## src/rtl/dff_share_arbiter_if.sv

```systemverilog
// dff_share_arbiter_if: request/data/grant bundle between requesters and the
// shared flip-flop arbiter. The master side drives req/din; the slave side
// (the arbiter) drives grant, owner, busy and the shared q/qn.
interface dff_share_arbiter_if #(
  parameter int unsigned NREQ = 4
);
  localparam int unsigned OW = (NREQ > 1) ? $clog2(NREQ) : 1;

  logic [NREQ-1:0] req;
  logic [NREQ-1:0] din;
  logic [NREQ-1:0] gnt;
  logic [OW-1:0]   owner;
  logic            busy;
  logic            q;
  logic            qn;

  modport master (
    output req,
    output din,
    input  gnt,
    input  owner,
    input  busy,
    input  q,
    input  qn
  );

  modport slave (
    input  req,
    input  din,
    output gnt,
    output owner,
    output busy,
    output q,
    output qn
  );
endinterface

```

## src/rtl/dff_share_arbiter.sv

```systemverilog
// dff_share_arbiter: one flip-flop time-shared between NREQ requesters.
// A round-robin arbiter grants ownership; the owner's din bit is loaded into
// q every cycle it holds the grant. Hand-offs happen at the same edge the
// owner drops its request, with no idle cycle in between.
// Optional feature macro: DFF_SHARE_ARB_TIMEOUT_EN -- when defined, an owner
// that has held for HOLD_MAX cycles is forced to hand off if anyone else waits.
module dff_share_arbiter #(
  parameter int unsigned NREQ     = 4,
  parameter int unsigned HOLD_MAX = 8
) (
  input  logic                  clk,
  input  logic                  rst_n,
  dff_share_arbiter_if.slave    bus
);

  localparam int unsigned OW = (NREQ > 1) ? $clog2(NREQ) : 1;
  localparam int unsigned HW = 8;

  typedef enum logic {
    IDLE = 1'b0,
    OWN  = 1'b1
  } state_t;

  state_t          r_state;
  logic [OW-1:0]   r_ptr;
  logic [OW-1:0]   r_owner;
  logic [NREQ-1:0] r_gnt;
  logic            r_q;
  logic [HW-1:0]   r_hold_cnt;

  logic [OW-1:0]   w_owner_next;
  logic [OW-1:0]   w_base;
  logic [OW-1:0]   w_win;
  logic            w_found;
  logic            w_force;

  // Index following the current owner, wrapping at NREQ-1.
  assign w_owner_next = (r_owner == OW'(NREQ - 1)) ? '0 : (r_owner + OW'(1));

  // In OWN the search starts past the owner, which is where ptr is about to
  // move on any hand-off; in IDLE it starts at the stored pointer.
  assign w_base = (r_state == OWN) ? w_owner_next : r_ptr;

  // Forced hand-off once the owner has saturated its hold budget and someone waits.
`ifdef DFF_SHARE_ARB_TIMEOUT_EN
  assign w_force = (r_hold_cnt == HW'(HOLD_MAX - 1)) && (|(bus.req & ~r_gnt));
`else
  assign w_force = 1'b0;
`endif

  // Round-robin search: first set req bit from w_base upward, wrapping.
  always_comb begin
    int unsigned v_idx;
    w_win   = '0;
    w_found = 1'b0;
    v_idx   = 0;
    for (int unsigned i = 0; i < NREQ; i++) begin
      v_idx = 32'(w_base) + i;
      if (v_idx >= NREQ) v_idx = v_idx - NREQ;
      if (!w_found && bus.req[OW'(v_idx)]) begin
        w_found = 1'b1;
        w_win   = OW'(v_idx);
      end
    end
  end

  // Arbitration FSM and the shared flip-flop.
  always_ff @(posedge clk or negedge rst_n) begin
    if (!rst_n) begin
      r_state    <= IDLE;
      r_ptr      <= '0;
      r_owner    <= '0;
      r_gnt      <= '0;
      r_q        <= 1'b0;
      r_hold_cnt <= '0;
    end else begin
      case (r_state)
        IDLE: begin
          if (w_found) begin
            r_state    <= OWN;
            r_gnt      <= NREQ'(1) << w_win;
            r_owner    <= w_win;
            r_q        <= bus.din[w_win];
            r_hold_cnt <= '0;
          end
        end
        OWN: begin
          if (!bus.req[r_owner] || w_force) begin
            r_ptr <= w_owner_next;
            if (w_found) begin
              r_gnt      <= NREQ'(1) << w_win;
              r_owner    <= w_win;
              r_q        <= bus.din[w_win];
              r_hold_cnt <= '0;
            end else begin
              r_state <= IDLE;
              r_gnt   <= '0;
            end
          end else begin
            r_q <= bus.din[r_owner];
            if (r_hold_cnt < HW'(HOLD_MAX - 1)) r_hold_cnt <= r_hold_cnt + HW'(1);
          end
        end
        default: begin
          r_state <= IDLE;
          r_gnt   <= '0;
        end
      endcase
    end
  end

  assign bus.gnt   = r_gnt;
  assign bus.owner = r_owner;
  assign bus.busy  = (r_state == OWN);
  assign bus.q     = r_q;
  assign bus.qn    = ~r_q;

endmodule

```

## src/flat_wrapper.sv

```systemverilog
// flat-port wrapper written by rule: the top's interface ports become plain ports
module dff_share_arbiter_flat 
#(
  parameter int unsigned NREQ     = 4,
  parameter int unsigned HOLD_MAX = 8
)
  (clk, rst_n, bus_req, bus_din, bus_gnt, bus_owner, bus_busy, bus_q, bus_qn);
  dff_share_arbiter_if #(.NREQ(NREQ)) bus_i ();
  input  logic clk;
  input  logic rst_n;
  input wire logic [$bits(bus_i.req)-1:0] bus_req;
  input wire logic [$bits(bus_i.din)-1:0] bus_din;
  output wire logic [$bits(bus_i.gnt)-1:0] bus_gnt;
  output wire logic [$bits(bus_i.owner)-1:0] bus_owner;
  output wire logic [$bits(bus_i.busy)-1:0] bus_busy;
  output wire logic [$bits(bus_i.q)-1:0] bus_q;
  output wire logic [$bits(bus_i.qn)-1:0] bus_qn;
  assign bus_i.req = bus_req;
  assign bus_i.din = bus_din;
  assign bus_gnt = bus_i.gnt;
  assign bus_owner = bus_i.owner;
  assign bus_busy = bus_i.busy;
  assign bus_q = bus_i.q;
  assign bus_qn = bus_i.qn;
  dff_share_arbiter #(.NREQ(NREQ), .HOLD_MAX(HOLD_MAX)) u_core (.clk(clk), .rst_n(rst_n), .bus(bus_i));
endmodule
```

## config.mk

```make
export PLATFORM = sky130hd
export DESIGN_NAME = dff_share_arbiter_flat
export DESIGN_NICKNAME = d
export VERILOG_FILES = /design/src/rtl/dff_share_arbiter_if.sv /design/src/rtl/dff_share_arbiter.sv /design/src/flat_wrapper.sv
export SDC_FILE = /design/constraint.sdc
export NUM_CORES = 1
export LEC_CHECK = 0
export ABC_AREA = 1
export CORE_UTILIZATION = 44
export DETAILED_ROUTE_END_ITERATION = 10
export PLACE_DENSITY = 0.71
export SLEW_MARGIN = 10
export SYNTH_ARGS = -nofsm -noshare
export SYNTH_HDL_FRONTEND = slang
export SYNTH_SLANG_ARGS = --single-unit
```

## constraint.sdc

```tcl
create_clock -name clk -period 1.9 [get_ports clk]
set_input_delay 0.57 -clock clk [delete_from_list [all_inputs] [get_ports clk]]
set_output_delay 0.57 -clock clk [all_outputs]
set_load 0.05 [all_outputs]
```

== After elaboration in Yosys (flattened, before gate mapping) ==
Cells that the tools add are included.
Word-level totals
  register bits after elaboration: 10
  input bits: 10
  output and inout port bits: 9
  word-level logic and storage cells: 79
Operators by class
  add/subtract/negate cells: 8
  $lt $le $gt $ge: 10
  equal/unequal tests: 3
  shift-type cells: 1
  multiplexer cells: 41
  bitwise operators: 3
  reductions and logical operators: 8
Operators with widths (number)
  $mux 2: 12
  $lt 2x3->1 const B: 6
  $mux 1: 15
  $bmux 1 s2: 7
  $mux 4: 3
  $ge 3x3->1 const B: 3
  $pmux 4 s2: 1
  $sub 2x1->2 const B: 4
  $add 2x2->3 const B: 2
  $pmux 1 s2: 2
  $pmux 2 s2: 1
  $reduce_and 2->1: 2
  $shl 1x2->4 const A: 1
  $add 2x1->3 const B: 1
  $ge 2x3->1 const B: 1
  $logic_and 1x1->1: 3
  $logic_not 1->1: 3
  $not 1->1: 3
  $add 2x1->2 const B: 1
  $eq 2x2->1 const B: 1
  $ne 2x1->1 const B: 1
  $ne 2x2->1 const B: 1

== Longest topological paths before layout ==
  depth after elaboration: 22
  depth in mapped cells: 19

== Worst setup path before layout ==
No wires, ideal clock.
  path type: reg2reg
  start: register u_core.r_owner[1] (netlist: u_core.bus.owner[1])
  end: register u_core.r_q (netlist: u_core.bus.q)
  arrival time: 2.164 ns
  slack: -0.381 ns
  stages on the path, launching flop included: 20
  cells stage by stage: dfrtp_1 > ha_1 > inv_1 > nand2_1 > nand2_1 > nand3_1 > nand2_2 > nand2_1 > nand2_2 > nand2_1 > nand2_1 > nand2_1 > nand2_2 > nand2_4 > nand2_1 > nand2_1 > nand2_1 > nand2_1 > nand2_1 > nand2_1
On the way
  longest elaborated chain between the ends: 22
RTL lines
  start, declared: RTL line dff_share_arbiter.sv:26  | logic [OW-1:0] r_owner;
  start signal, assigned: RTL line dff_share_arbiter.sv:82  | r_owner <= w_win;
  start signal, assigned: RTL line dff_share_arbiter.sv:92  | r_owner <= w_win;
  $add 2x1->2 / $eq 2x2->1 (equally long branches): RTL line dff_share_arbiter.sv:38  | assign w_owner_next = (r_owner == OW'(NREQ - 1)) ? '0 : (r_owner + OW'(1));
  $mux 2 (*): RTL line dff_share_arbiter.sv:38
  via u_core.w_owner_next[1]: RTL line dff_share_arbiter.sv:31  | logic [OW-1:0] w_owner_next;
  $mux 2 (*): RTL line dff_share_arbiter.sv:42  | assign w_base = (r_state == OWN) ? w_owner_next : r_ptr;
  parallel branches: the longest is 16 deep, another holds $add 2x1->3
  $mux 1 (*): RTL line dff_share_arbiter.sv:79, dff_share_arbiter.sv:90
  $mux 1: RTL line dff_share_arbiter.sv:88  | if (!bus.req[r_owner] || w_force) begin
  $pmux 1 s2 (*): RTL line dff_share_arbiter.sv:77  | case (r_state)
  end signal, assigned: RTL line dff_share_arbiter.sv:83  | r_q <= bus.din[w_win];
  end signal, assigned: RTL line dff_share_arbiter.sv:93  | r_q <= bus.din[w_win];
  end signal, assigned: RTL line dff_share_arbiter.sv:100  | r_q <= bus.din[r_owner];
  end, declared: RTL line dff_share_arbiter.sv:28  | logic r_q;
Mark *: on every way through the listed nets, which the timed path passes. The select of a mux whose other input is x is not followed.
A chain may end at the register's enable or synchronous reset.

== Worst setup path in the final report ==
  start: input port bus_req[0]
  end: register u_core.r_q (netlist: u_core.bus.q)
On the way
  longest elaborated chain between the ends: 17
RTL lines
  start, declared: RTL line flat_wrapper.sv:11  | input wire logic [$bits(bus_i.req)-1:0] bus_req;
  $bmux 1 s2: RTL line dff_share_arbiter.sv:60  | if (!w_found && bus.req[OW'(v_idx)]) begin
  $mux 1 (implied by the code): RTL line dff_share_arbiter.sv:60
  $mux 1: RTL line dff_share_arbiter.sv:60
  $logic_not 1->1: RTL line dff_share_arbiter.sv:60
  $logic_and 1x1->1: RTL line dff_share_arbiter.sv:60
  $mux 1: RTL line dff_share_arbiter.sv:60
  $logic_not 1->1: RTL line dff_share_arbiter.sv:60
  $logic_and 1x1->1: RTL line dff_share_arbiter.sv:60
  $mux 1: RTL line dff_share_arbiter.sv:60
  $logic_not 1->1: RTL line dff_share_arbiter.sv:60
  $logic_and 1x1->1: RTL line dff_share_arbiter.sv:60
  $mux 2: RTL line dff_share_arbiter.sv:60
  $bmux 1 s2: RTL line dff_share_arbiter.sv:83, dff_share_arbiter.sv:93
  $mux 1 (implied by the code): RTL line dff_share_arbiter.sv:83, dff_share_arbiter.sv:93
  $mux 1: RTL line dff_share_arbiter.sv:79, dff_share_arbiter.sv:90
  $mux 1: RTL line dff_share_arbiter.sv:88
  $pmux 1 s2 (*): RTL line dff_share_arbiter.sv:77
Mark *: on every way between the ends. The rest lies on a longest branch, timed or not. The select of a mux whose other input is x is not followed.

==> impl_metrics.yaml <==
detailed_routing:
  routed-wl-met3_um: 97
  viasPerCell: 5.057
  drcViolationCount: 0
  wl_met2_um: 1108
  vias: 976
  dr.max_layer_used: "met4"
  detail-route-antenna-nets: 0
  wl_per_cell_um: 12.16
  first_iter_violations: 18
  routed_wl_um: 2347
  wirelength_met1_um: 1069
  firstDrtPassIters: 4
yosys:
  synth-seq-cells: 10
  synth_warnings: 0
  syn_area_um2: 865.8
  synth_area_per_cell_um2: 6.660
  synthesis.nets: 141
  syn_inst: 130
  synth_largest_area_cell: "dfrtp_1"
  ys_top_cells_by_area: "dfrtp_1, nand2_1, nand3_1"
  ys_seq_area_share_pct: 28.90
  synth_top_area_share_pct: 28.90
  synth_cell_types: 22
timing:
  tns_ns: -0.3392
  worstMarginPinSlew_ns: 0.4103
  slew_viol_final: 0
  rsz0062_at_grt: "yes"
  fin_crit_sh_pct: 106.1
  clock_skew_ns: 0.003020
  finalCriticalPeriod_ns: 2.016
  hold_violations: 0
  fmax_mhz: 496.1
  slew_headroom_pct: 72.56
  finalSetupViolCount: 5
  setup_slack_ns: -0.1157
setup_path:
  rr_worst_depth: 19
  start_kind: "input pin"
  critPathTopFamily: "simple AND/OR/NAND/NOR gates"
  crit_start: "bus_req[0]"
  timing.rr.start: "u_core.bus.owner[1]"
  end_kind: "register"
  critPathKind: "in2reg"
  worstPathArrival_ns: 2.22
  cp_slowest_cell: "clkdlybuf4s50_1"
  crit_cells: 13
  cpPeakStageDelay_ns: 0.49
  crit_chain: "clkdlybuf4s50_1 -> inv_1 -> nand3_1 -> nand3_2 -> and2_4 -> and2_4 -> nand2_4 -> nor2_2 -> a21oi_2 -> nand2_1 -> nand2_1 -> nand2_1 -> nand2_1"
  worstPathMaxFanout: 4
  crit_top_cell: "nand2_1"
  crit_buf_inv: 2
  required_ns: 2.11
hold_path:
  hold_class: "reg2reg"
  worstHoldStart: "u_core.bus.gnt[3]"
  min_path_cells: 2
flow_run:
  maxCapViolations: 0
grt:
  grt_pass1_wl_um: 3801
  overflow: 0
  track_usage_pct: 25.39
  antenna_found_initial: 0
  grt_max_degree: 11
  grt_pass1_vias: 920
floorplan:
  die_h_um: 46.36
  io_pins: 19
  initial_core_util_pct: 48.56
  die-area_mm2: 0.002149
  core-area_mm2: 0.001783
  std_cell_rows: 15
  die_w_um: 46.36
layout:
  design_area_mm2: 0.001354
  n_fill_cell: 138
  final_cells: 193
  syn_to_final_growth_pct: 56.36
  drive_gt1_share_pct: 44.64
  utilization_pct: 75.93
  fin_nets: 180
  antennaDiodeCount: 0
clock_network:
  clock_tree.root_cell: "clkbuf_4"
  cts_tree: "done"
  cts.sinks: 10
  cts_made_buffers: 3
  htree_levels: 1
  clk_pin_slew_ns: 0.06
  clk_latency_ns: 0.27
  ctsHoldBuffers: 0
  clockBufferDepth: 2
run_status:
  status: "complete, but fails checks"
  violations: "negative setup slack"
placement:
  gp_congestion: 0.8692
  port_buffers: 18
  dpl-instance-area_mm2: 0.001210
  placed_cells: 183
  dpl.hpwl_um: 1819
cell type report:
type,count,area (µm²),share of cell area (%)
Multi-Input combinational cell,103,646.9,47.78
Timing Repair Buffer,35,335.3,24.77
Sequential cell,10,254.0,18.76
Inverter,16,60.06,4.436
Tap cell,25,31.28,2.311
Clock buffer,4,26.28,1.941
kinds of logic after synthesis:
logic type	share of synthesized area [%]
buffers and inverters	8.237
DFF	28.90
and+or+nand+nor	46.97
adders and majority gates	1.445
AOI/OAI and AO/OA	14.45
per-layer routing:
layer | global-route usage, % | up-vias
met5 | 0 | -
met4 | 12.35 | 0
met3 | 5.490 | 10
met2 | 40.83 | 32
met1 | 31.72 | 441
li1 | - | 493
registers in the layout, summed over array words and instances (netlist names):
| signal | cells |
|---|---|
| u_core.r_ptr | 2 |
| u_core.bus.gnt | 4 |
| u_core.bus.busy | 1 |
| u_core.bus.q | 1 |
| u_core.bus.owner | 2 |
Yosys cell counts, drive strengths merged:
| cell | number |
|---|---|
| o21ai | 13 |
| or2 | 1 |
| nand3 | 15 |
| nor2 | 7 |
| o31ai | 3 |
| and2 | 2 |
| dfrtp | 10 |
| o32ai | 1 |
| a21oi | 2 |
| inv | 16 |
| nand2 | 56 |
| nand4 | 1 |
| o21a | 1 |
| ha | 1 |
| buf | 1 |
cells in the final DEF (no fill, tap or decap):
cell,n
o21ai_0,9
ha_4,1
nor2_4,1
inv_2,5
nand3_1,12
clkbuf_4,3
nand4_4,1
buf_4,22
o21ai_1,2
dfrtp_1,7
clkdlybuf4s50_1,9
nand3_2,3
o21ai_4,1
o21a_1,1
a21oi_2,1
a21oi_1,1
buf_12,4
nor2_1,5
nand2_2,16
o31ai_1,3
inv_1,11
dfrtp_2,3
o32ai_1,1
nand2_1,31
or2_2,1
nand2_4,9
and2_4,2
nor2_2,1
clkbuf_1,1
o21ai_2,1
worst register-to-register path, stage by stage, from the launching register on:
cell	delay, ns
dfrtp_2	0.43
ha_4	0.25
inv_2	0.06
nand2_2	0.06
nand2_4	0.10
nand3_2	0.08
nand2_4	0.09
nand2_2	0.06
nand2_4	0.09
nand2_2	0.06
nand2_1	0.06
nand2_1	0.06
nand2_2	0.10
nand2_4	0.07
nand2_1	0.06
nand2_1	0.05
nand2_1	0.05
nand2_1	0.05
nand2_1	0.06
nand2_1	0.06
repair_timing:
item,CTS,global route
pin swaps,12,4
buffers inserted,3,3
resized for setup,18,5
setup endpoints to repair,5,7
worst paths after layout:
| kind | to | slack (ns) |
|---|---|---|
| worst max register to register | u_core.bus.q | -0.10 |
| worst min-delay path | u_core.bus.gnt[3] | 0.49 |
| min in group asynchronous | u_core.r_ptr[0] | 0.59 |
| worst max-delay path | u_core.bus.q | -0.12 |
| max in group asynchronous | u_core.bus.owner[0] | 0.99 |
| worst min register to register | u_core.bus.gnt[3] | 0.49 |
metrics by stage:
step                hold slack (ns)  setup slack, ns
finish                       0.4912          -0.1157
global route                 0.5093          -0.2578
global placement             0.4710          -0.3014
CTS                          0.4987         -0.07575
detailed placement           0.4801          -0.3459
floorplan                    0.2744          -0.1183
Power is left out: the tool's default activity adds up to more than one toggle a clock period on the data nets, which glitch-free logic cannot reach.
